<file path="config.mk">
export PLATFORM = sky130hd
export DESIGN_NAME = store_buffer
export DESIGN_NICKNAME = d
export VERILOG_FILES = /design/src/rtl/sb_pkg.sv /design/src/rtl/sb_fwd_match.sv /design/src/rtl/store_buffer.sv
export SDC_FILE = /design/constraint.sdc
export NUM_CORES = 1
export LEC_CHECK = 0
export CELL_PAD_IN_SITES_DETAIL_PLACEMENT = 2
export CELL_PAD_IN_SITES_GLOBAL_PLACEMENT = 2
export CORE_MARGIN = 2
export CORE_UTILIZATION = 38
export CTS_CLUSTER_SIZE = 28
export DETAILED_ROUTE_END_ITERATION = 16
export HOLD_SLACK_MARGIN = 0.05
export MAX_ROUTING_LAYER = met4
export PLACE_DENSITY_LB_ADDON = 0.1
export SKIP_LAST_GASP = 1
export SLEW_MARGIN = 20
export SYNTH_ARGS = -nofsm -noshare
export SYNTH_HDL_FRONTEND = slang
export SYNTH_SLANG_ARGS = --single-unit
</file>
<file path="constraint.sdc">
create_clock -name clk -period 3 [get_ports clk]
set_clock_uncertainty 0.2 [all_clocks]
set_input_delay 0.3 -clock clk [delete_from_list [all_inputs] [get_ports clk]]
set_output_delay 0.3 -clock clk [all_outputs]
set_load 0.05 [all_outputs]
</file>
<file path="src/rtl/sb_pkg.sv">
// sb_pkg: shared types and default sizing for the store buffer.
//   SB_DEPTH / SB_AW / SB_DW : default entry count, address width, data width.
//   sb_entry_t               : one buffered store {adr, wd} at default widths.
package sb_pkg;

    localparam int unsigned SB_DEPTH = 4;
    localparam int unsigned SB_AW    = 32;
    localparam int unsigned SB_DW    = 32;

    typedef struct packed {
        logic [SB_AW-1:0] adr;
        logic [SB_DW-1:0] wd;
    } sb_entry_t;

endpackage

</file>
<file path="src/rtl/sb_fwd_match.sv">
// sb_fwd_match: youngest-match search over the valid store-buffer entries.
// Used only when STORE_BUF_FWD_EN is defined.
//   adr, wd   in  : entry storage, indexed by physical slot
//   head      in  : slot of the oldest entry
//   count     in  : number of valid entries
//   load_adr  in  : load byte address (compared at word granularity)
//   hit       out : some valid entry matches load_adr
//   data      out : data of the youngest matching entry
module sb_fwd_match import sb_pkg::*; #(
    parameter int unsigned DEPTH = SB_DEPTH,
    parameter int unsigned AW    = SB_AW,
    parameter int unsigned DW    = SB_DW,
    parameter int unsigned PW    = $clog2(DEPTH),
    parameter int unsigned CW    = $clog2(DEPTH + 1)
) (
    input  logic [AW-1:0] adr [DEPTH],
    input  logic [DW-1:0] wd  [DEPTH],
    input  logic [PW-1:0] head,
    input  logic [CW-1:0] count,
    input  logic [AW-1:0] load_adr,
    output logic          hit,
    output logic [DW-1:0] data
);

    logic [PW-1:0] idx;

    // Walk oldest -> youngest; a later match overwrites, so the youngest wins.
    always_comb begin
        hit  = 1'b0;
        data = '0;
        idx  = head;
        for (int k = 0; k < DEPTH; k++) begin
            idx = head + PW'(k);
            if ((CW'(k) < count) && (adr[idx][AW-1:2] == load_adr[AW-1:2])) begin
                hit  = 1'b1;
                data = wd[idx];
            end
        end
    end

endmodule

</file>
<file path="src/rtl/store_buffer.sv">
// store_buffer: in-order circular FIFO of core stores draining to data memory.
// Optional store-to-load forwarding is enabled by defining STORE_BUF_FWD_EN.
//   clk, reset       in  : clock, asynchronous active-high reset
//   MemWrite         in  : core store request
//   DataAdr/WriteData in : store address / data
//   Stall            out : buffer full while a store is requested
//   mem_we/mem_adr/mem_wd out : head entry toward memory
//   mem_ready        in  : memory accepts the head entry this cycle
//   Empty, Count     out : occupancy
//   LoadAdr in, LoadHit/LoadData out : forwarding port (STORE_BUF_FWD_EN only)
module store_buffer import sb_pkg::*; #(
    parameter int unsigned DEPTH = SB_DEPTH,
    parameter int unsigned AW    = SB_AW,
    parameter int unsigned DW    = SB_DW
) (
    input  logic                       clk,
    input  logic                       reset,
    input  logic                       MemWrite,
    input  logic [AW-1:0]              DataAdr,
    input  logic [DW-1:0]              WriteData,
    output logic                       Stall,
    output logic                       mem_we,
    output logic [AW-1:0]              mem_adr,
    output logic [DW-1:0]              mem_wd,
    input  logic                       mem_ready,
`ifdef STORE_BUF_FWD_EN
    input  logic [AW-1:0]              LoadAdr,
    output logic                       LoadHit,
    output logic [DW-1:0]              LoadData,
`endif
    output logic                       Empty,
    output logic [$clog2(DEPTH+1)-1:0] Count
);

    localparam int unsigned PW = $clog2(DEPTH);
    localparam int unsigned CW = $clog2(DEPTH + 1);

    logic [PW-1:0] wr_ptr_q, wr_ptr_d;
    logic [PW-1:0] rd_ptr_q, rd_ptr_d;
    logic [CW-1:0] count_q, count_d;
    logic [AW-1:0] adr_q [DEPTH];
    logic [DW-1:0] wd_q  [DEPTH];

    logic full;
    logic enq;
    logic deq;

    function automatic logic [PW-1:0] ptr_inc(input logic [PW-1:0] p);
        return (p == PW'(DEPTH - 1)) ? '0 : p + PW'(1);
    endfunction

    // Full blocks enqueue even if the head drains this cycle (no full bypass).
    assign full = (count_q == CW'(DEPTH));
    assign enq  = MemWrite & ~full;
    assign deq  = (count_q != '0) & mem_ready;

    always_comb begin
        wr_ptr_d = wr_ptr_q;
        rd_ptr_d = rd_ptr_q;
        count_d  = count_q;
        if (enq) wr_ptr_d = ptr_inc(wr_ptr_q);
        if (deq) rd_ptr_d = ptr_inc(rd_ptr_q);
        case ({enq, deq})
            2'b10:   count_d = count_q + CW'(1);
            2'b01:   count_d = count_q - CW'(1);
            default: count_d = count_q;
        endcase
    end

    always_ff @(posedge clk or posedge reset) begin
        if (reset) begin
            wr_ptr_q <= '0;
            rd_ptr_q <= '0;
            count_q  <= '0;
        end else begin
            wr_ptr_q <= wr_ptr_d;
            rd_ptr_q <= rd_ptr_d;
            count_q  <= count_d;
        end
    end

    // Entry storage needs no reset: validity is tracked by the pointers and count.
    always_ff @(posedge clk) begin
        if (enq) begin
            adr_q[wr_ptr_q] <= DataAdr;
            wd_q[wr_ptr_q]  <= WriteData;
        end
    end

    assign Stall   = MemWrite & full;
    assign mem_we  = (count_q != '0);
    assign mem_adr = adr_q[rd_ptr_q];
    assign mem_wd  = wd_q[rd_ptr_q];
    assign Empty   = (count_q == '0);
    assign Count   = count_q;

`ifdef STORE_BUF_FWD_EN
    sb_fwd_match #(
        .DEPTH (DEPTH),
        .AW    (AW),
        .DW    (DW),
        .PW    (PW),
        .CW    (CW)
    ) u_fwd_match (
        .adr      (adr_q),
        .wd       (wd_q),
        .head     (rd_ptr_q),
        .count    (count_q),
        .load_adr (LoadAdr),
        .hit      (LoadHit),
        .data     (LoadData)
    );
`endif

endmodule

</file>
### Yosys cells after proc, flatten, opt, wreduce, memory -nomap -nowiden

Memories as Yosys holds them, arrays and structs flattened.
Index checks and enable logic that the tools add are counted.

| storage, ports and cells | value |
|---|---|
| register bits | 7 |
| memory bits (writable) | 256 |
| bits of input ports | 68 |
| output and inout port bits | 70 |
| memories | 2 |

Memories:

| memory | words | width | read ports | clocked after Yosys merged registers in | write ports | RTL line | text |
|---|---|---|---|---|---|---|---|
| adr_q | 4 | 32 | 1 | 0 | 1 | store_buffer.sv:41 | `logic [AW-1:0] adr_q [DEPTH];` |
| wd_q | 4 | 32 | 1 | 0 | 1 | store_buffer.sv:42 | `logic [DW-1:0] wd_q [DEPTH];` |

| operators by class | value |
|---|---|
| add/sub/neg operators | 4 |
| eq/ne operators | 5 |
| mux-type cells | 5 |
| bitwise gates (word level) | 4 |
| reduce and logical (&&, ||, !) cells | 3 |

Operators by type and width:

| cell | number |
|---|---|
| $eq A2 B2 Y1 const B | 3 |
| $pmux W3 S2 | 1 |
| $add A2 B1 Y2 const B | 2 |
| $mux W2 | 2 |
| $add A3 B1 Y3 const B | 1 |
| $and A1 B1 Y1 | 3 |
| $eq A3 B3 Y1 const B | 1 |
| $logic_not A3 Y1 | 1 |
| $reduce_bool A3 Y1 | 1 |
| $sub A3 B1 Y3 const B | 1 |
| $eq A2 B1 Y1 const B | 1 |
| $mux W1 | 2 |
| $reduce_bool A2 Y1 | 1 |
| $not A1 Y1 | 1 |

### Longest topological paths before layout

| logic depth | value |
|---|---|
| depth in word-level cells | 5 |
| gate-level depth with buffers | 9 |
| mapped depth without buffers | 9 |

### Worst setup path after synthesis

OpenSTA, ideal clock, no wires.

| timing path | value |
|---|---|
| path type | register to register |
| from | register count_q[0] (netlist: Count[0]) |
| to | memory adr_q[1][0] in the netlist's numbering, enable pin |
| library setup time | 0.429 ns |
| arrival | 2.695 ns |
| data required time | 2.371 ns |
| setup slack | -0.324 ns |
| cell stages (with the launch flop) | 4 |
| buffers on the path | 0 |
| clock period less this slack | 3.324 ns |
| path through | dfrtp_1 nor2_1 a21boi_1 and2_1 |

| on the way | value |
|---|---|
| longest elaborated chain between the ends | 5 |

Ends and longest elaborated chain:

| element | RTL line | text |
|---|---|---|
| from (decl) | store_buffer.sv:40 | `logic [CW-1:0] count_q, count_d;` |
| from (signal assigned) | store_buffer.sv:78 | `count_q <= count_d;` |
| $eq A3 B3 Y1 | store_buffer.sv:53 | `assign full = (count_q == CW'(DEPTH));` |
| $not A1 Y1 | store_buffer.sv:54 | `assign enq = MemWrite & ~full;` |
| $and A1 B1 Y1 | store_buffer.sv:54 |  |
| $mux W1 | store_buffer.sv:84 | `if (enq) begin` |
| $mux W1 (not written as such) | store_buffer.sv:85 | `adr_q[wr_ptr_q] <= DataAdr;` |
| to (decl) | store_buffer.sv:41 |  |

Every way passes these cells.

### Worst setup path in the final report

| timing path | value |
|---|---|
| from | register rd_ptr_q[1] |
| to | output port mem_wd[8] |

| on the way | value |
|---|---|
| longest elaborated chain between the ends | 1 |

Ends and longest elaborated chain:

| element | RTL line | text |
|---|---|---|
| from (decl) | store_buffer.sv:39 | `logic [PW-1:0] rd_ptr_q, rd_ptr_d;` |
| from (signal assigned) | store_buffer.sv:77 | `rd_ptr_q <= rd_ptr_d;` |
| $mem_v2 Z4 W32 | - |  |
| to (decl) | store_buffer.sv:24 | `output logic [DW-1:0] mem_wd,` |

Every way passes these cells.

==> results.json <==
{
  "hold_depth": 1,
  "timing.rr.start": "Count[0]",
  "crit_path_cell_trace": "buf_12 > mux4_2 > buf_4",
  "pwr-share-seq_pct": 35.7,
  "numCtsBuffers": 29,
  "yosysSeqAreaShare_pct": 81.2,
  "areaGrowthSynthToFinish_pct": 29.2,
  "reg2reg_depth": 4,
  "end_kind": "primary output",
  "finalSetupViolations": 0,
  "cp_max_fo": 35,
  "vias": 4484,
  "hpwlAfterDp_mm": 14.2,
  "met3_usage_pct": 3.43,
  "fin_crit_sh_pct": 92.3,
  "grt.met1_usage_pct": 23.3,
  "cts-resized-gates": 0,
  "cts_tree": "built",
  "stdcell_count": 908,
  "p_clk_share_pct": 24.8,
  "rsz0062_at_grt": "no",
  "ys_ff_latch": 263,
  "worstMarginPinSlew_ns": 0.580,
  "dr.pass1.iters": 4,
  "overflow": 0,
  "cts_root_buf": "clkbuf_16",
  "slowest_stage": "dfrtp_4",
  "drtIter0Drc": 182,
  "top_usage_layer": "met2",
  "syn-instance-count": 377,
  "arrival_ns": 2.27,
  "num_rows": 58,
  "netSwitchingFraction_pct": 37.5,
  "routedWlPerCell_um": 24.3,
  "placedInstanceArea_mm2": 0.0115,
  "worst_r2r_endpoint": "wd_q[0][0]",
  "yosys_warnings": 0,
  "cp-start-kind": "flop",
  "hold-worst-slack_ns": 0.189,
  "synth.net_count": 452,
  "fin_area_mm2": 0.0125,
  "antenna_found_initial": 1,
  "p_leak_nw": 4.24,
  "synth_top_area_cell": "edfxtp_1",
  "ant_nets": 0,
  "finalSetupTns_ns": 0,
  "path_buf_inv": 2,
  "h-tree-depth": 1,
  "grt_pass1_wl_mm": 33.8,
  "fmax_ghz": 0.361,
  "synth.area.top_cells": "edfxtp_1 (79%), mux4_2 (15%), dfrtp_1 (1.8%)",
  "start_util_pct": 38.6,
  "slew_headroom_pct": 61.3,
  "rrSetupSlack_ns": 0.65,
  "die_w_um": 164,
  "crit_type": "reg -> out",
  "cap_violations": 0,
  "fin_nets": 630,
  "hold_violations": 0,
  "die-area_mm2": 0.0268,
  "p_comb_share_pct": 39.5,
  "clk_latency_ns": 0.54,
  "netlist_area_mm2": 0.00969,
  "status": "complete, no violations",
  "numPortBuffers": 137,
  "grt_max_degree": 36,
  "clockBufferDepth": 3,
  "yosysTopAreaCellShare_pct": 79.3,
  "clkTransAtPathRegs_ns": 0.06,
  "io_pins": 138,
  "gp_congestion": 0.778,
  "critical-path-top-delay-family": "flip-flops",
  "hold_end": "adr_q[0][6]",
  "drt_wl_total_mm": 22.0,
  "drive_above_1_share_pct": 36.4,
  "coreArea_mm2": 0.0251,
  "clock-sinks": 263,
  "avgSynthCellArea_um2": 25.7,
  "die-height_um": 164,
  "fillers": 2245,
  "cp_slowest_stage_delay_ns": 0.79,
  "grt_pass1_vias": 5166,
  "ir_drop_uv": 659,
  "hp-class": "in -> reg",
  "place_inst": 852,
  "powerDensity_mw_per_mm2": 1180,
  "crit_required_ns": 2.50,
  "viasPerCell": 4.94,
  "p_total_mw": 14.7,
  "drc_errors": 0,
  "p_sw_mw": 5.52,
  "internal_power_mw": 9.20,
  "min_from": "DataAdr[6]",
  "fin_crit_ns": 2.77,
  "synth.distinct_cells": 20,
  "grt_use_met2_pct": 28.5,
  "slew_violations": 0,
  "grtUsageTotal_pct": 17.6
}
-- logic make-up (layout without fill, tap and decap cells) --
| group | count (synthesis) | after routing | share of synthesized area [%] |
|---|---|---|---|
| muxes | 69 | 69 | 15.4 |
| AOI/OAI and AO/OA | 1 | 1 | 0.0775 |
| xor gates and xnor gates | 3 | 3 | 0.271 |
| and+or+nand+nor | 11 | 11 | 0.633 |
| buffers and inverters | 23 | 223 | 1.43 |
| DFF | 263 | 263 | 81.2 |
| adders and majority gates | 7 | 7 | 0.982 |
| other | 0 | 1 | 0 |
-- repair_timing --
item | 4_1_cts | 5_1_grt
endpoints found under the hold margin | 7 | 0
setup endpoints to repair | 6 | 0
hold buffers | 1 | 0
setup buffers | 1 | 0
-- metrics by stage --
stage / setup WS [ns] / util (%)
2_1_floorplan: 0.361 / -
3_3_place_gp: 0.419 / 45.8
3_5_place_dp: 0.312 / 45.8
4_1_cts: 0.178 / 49.9
5_1_grt: 0.131 / 49.9
6_report: 0.230 / 49.9
-- cell type report --
cell class              instances  area [µm²]  share of cell area [%]
diodes                          1        2.50                  0.0200
clock buffers                  34         785                    6.27
clock inverters                19         201                    1.61
inverters                       9        33.8                   0.270
multi-input cells              91        1700                    13.6
flip-flops and latches        263        7870                    62.9
well taps                     330         413                    3.30
repair buffers                161        1520                    12.1
-- power groups by stage --
stage	combinational [mW]	clock (mW)	sequential [mW]
6_report	5.82	3.65	5.26
5_1_grt	6.16	3.84	5.35
4_1_cts	5.95	3.72	5.28
3_5_place_dp	5.84	0	5.40
3_3_place_gp	5.78	0	5.34
2_1_floorplan	4.10	0	5.14
-- synth_stat cells --
cell type and count:
a21boi_1 1, and2_1 4, and3_1 1, buf_2 6
buf_4 2, buf_6 5, clkbuf_1 1, dfrtp_1 7
edfxtp_1 256, fa_1 1, ha_1 6, inv_1 9
mux2_2 4, mux2i_1 1, mux4_2 64, nand2_1 1
nor2_1 4, or3_4 1, xnor2_1 1, xor2_1 2
-- worst max-delay path by stage --
stage | depth (start not counted) | start | to
floorplan | 3 | Count[0] | adr_q[0][0]
global placement | 4 | MemWrite | adr_q[0][28]
detailed placement | 4 | MemWrite | wd_q[0][17]
CTS | 3 | rd_ptr_q[1] | mem_wd[15]
global route | 3 | rd_ptr_q[1] | mem_wd[8]
finish | 3 | rd_ptr_q[1] | mem_wd[8]
-- layout by cell type (no fill, tap or decap), types with 2 or more instances in the layout --
master	synthesis	routed
inv_1	9	9
dfrtp_4	0	2
edfxtp_1	256	256
clkbuf_16	0	29
xor2_1	2	2
clkinvlp_4	0	3
clkinv_1	0	4
buf_4	2	77
ha_1	6	6
and2_4	0	4
clkbuf_8	0	4
mux4_2	64	64
buf_12	0	10
bufinv_16	0	4
clkdlybuf4s50_1	0	73
dfrtp_1	7	5
mux2_2	4	4
nor2_1	4	4
clkinv_2	0	7
-- per-layer routing --
layer	up-vias	wire length [µm]
met5	-	0
met3	35	969
met1	2369	9500
li1	1971	-
met4	0	504
met2	109	11100
-- state kept, by name, summed over array words and instances (netlist names) --
name / flops
Count: 3
adr_q: 128
rd_ptr_q: 2
wd_q: 128
wr_ptr_q: 2
No activity file was read; power rests on OpenSTA's default activity.
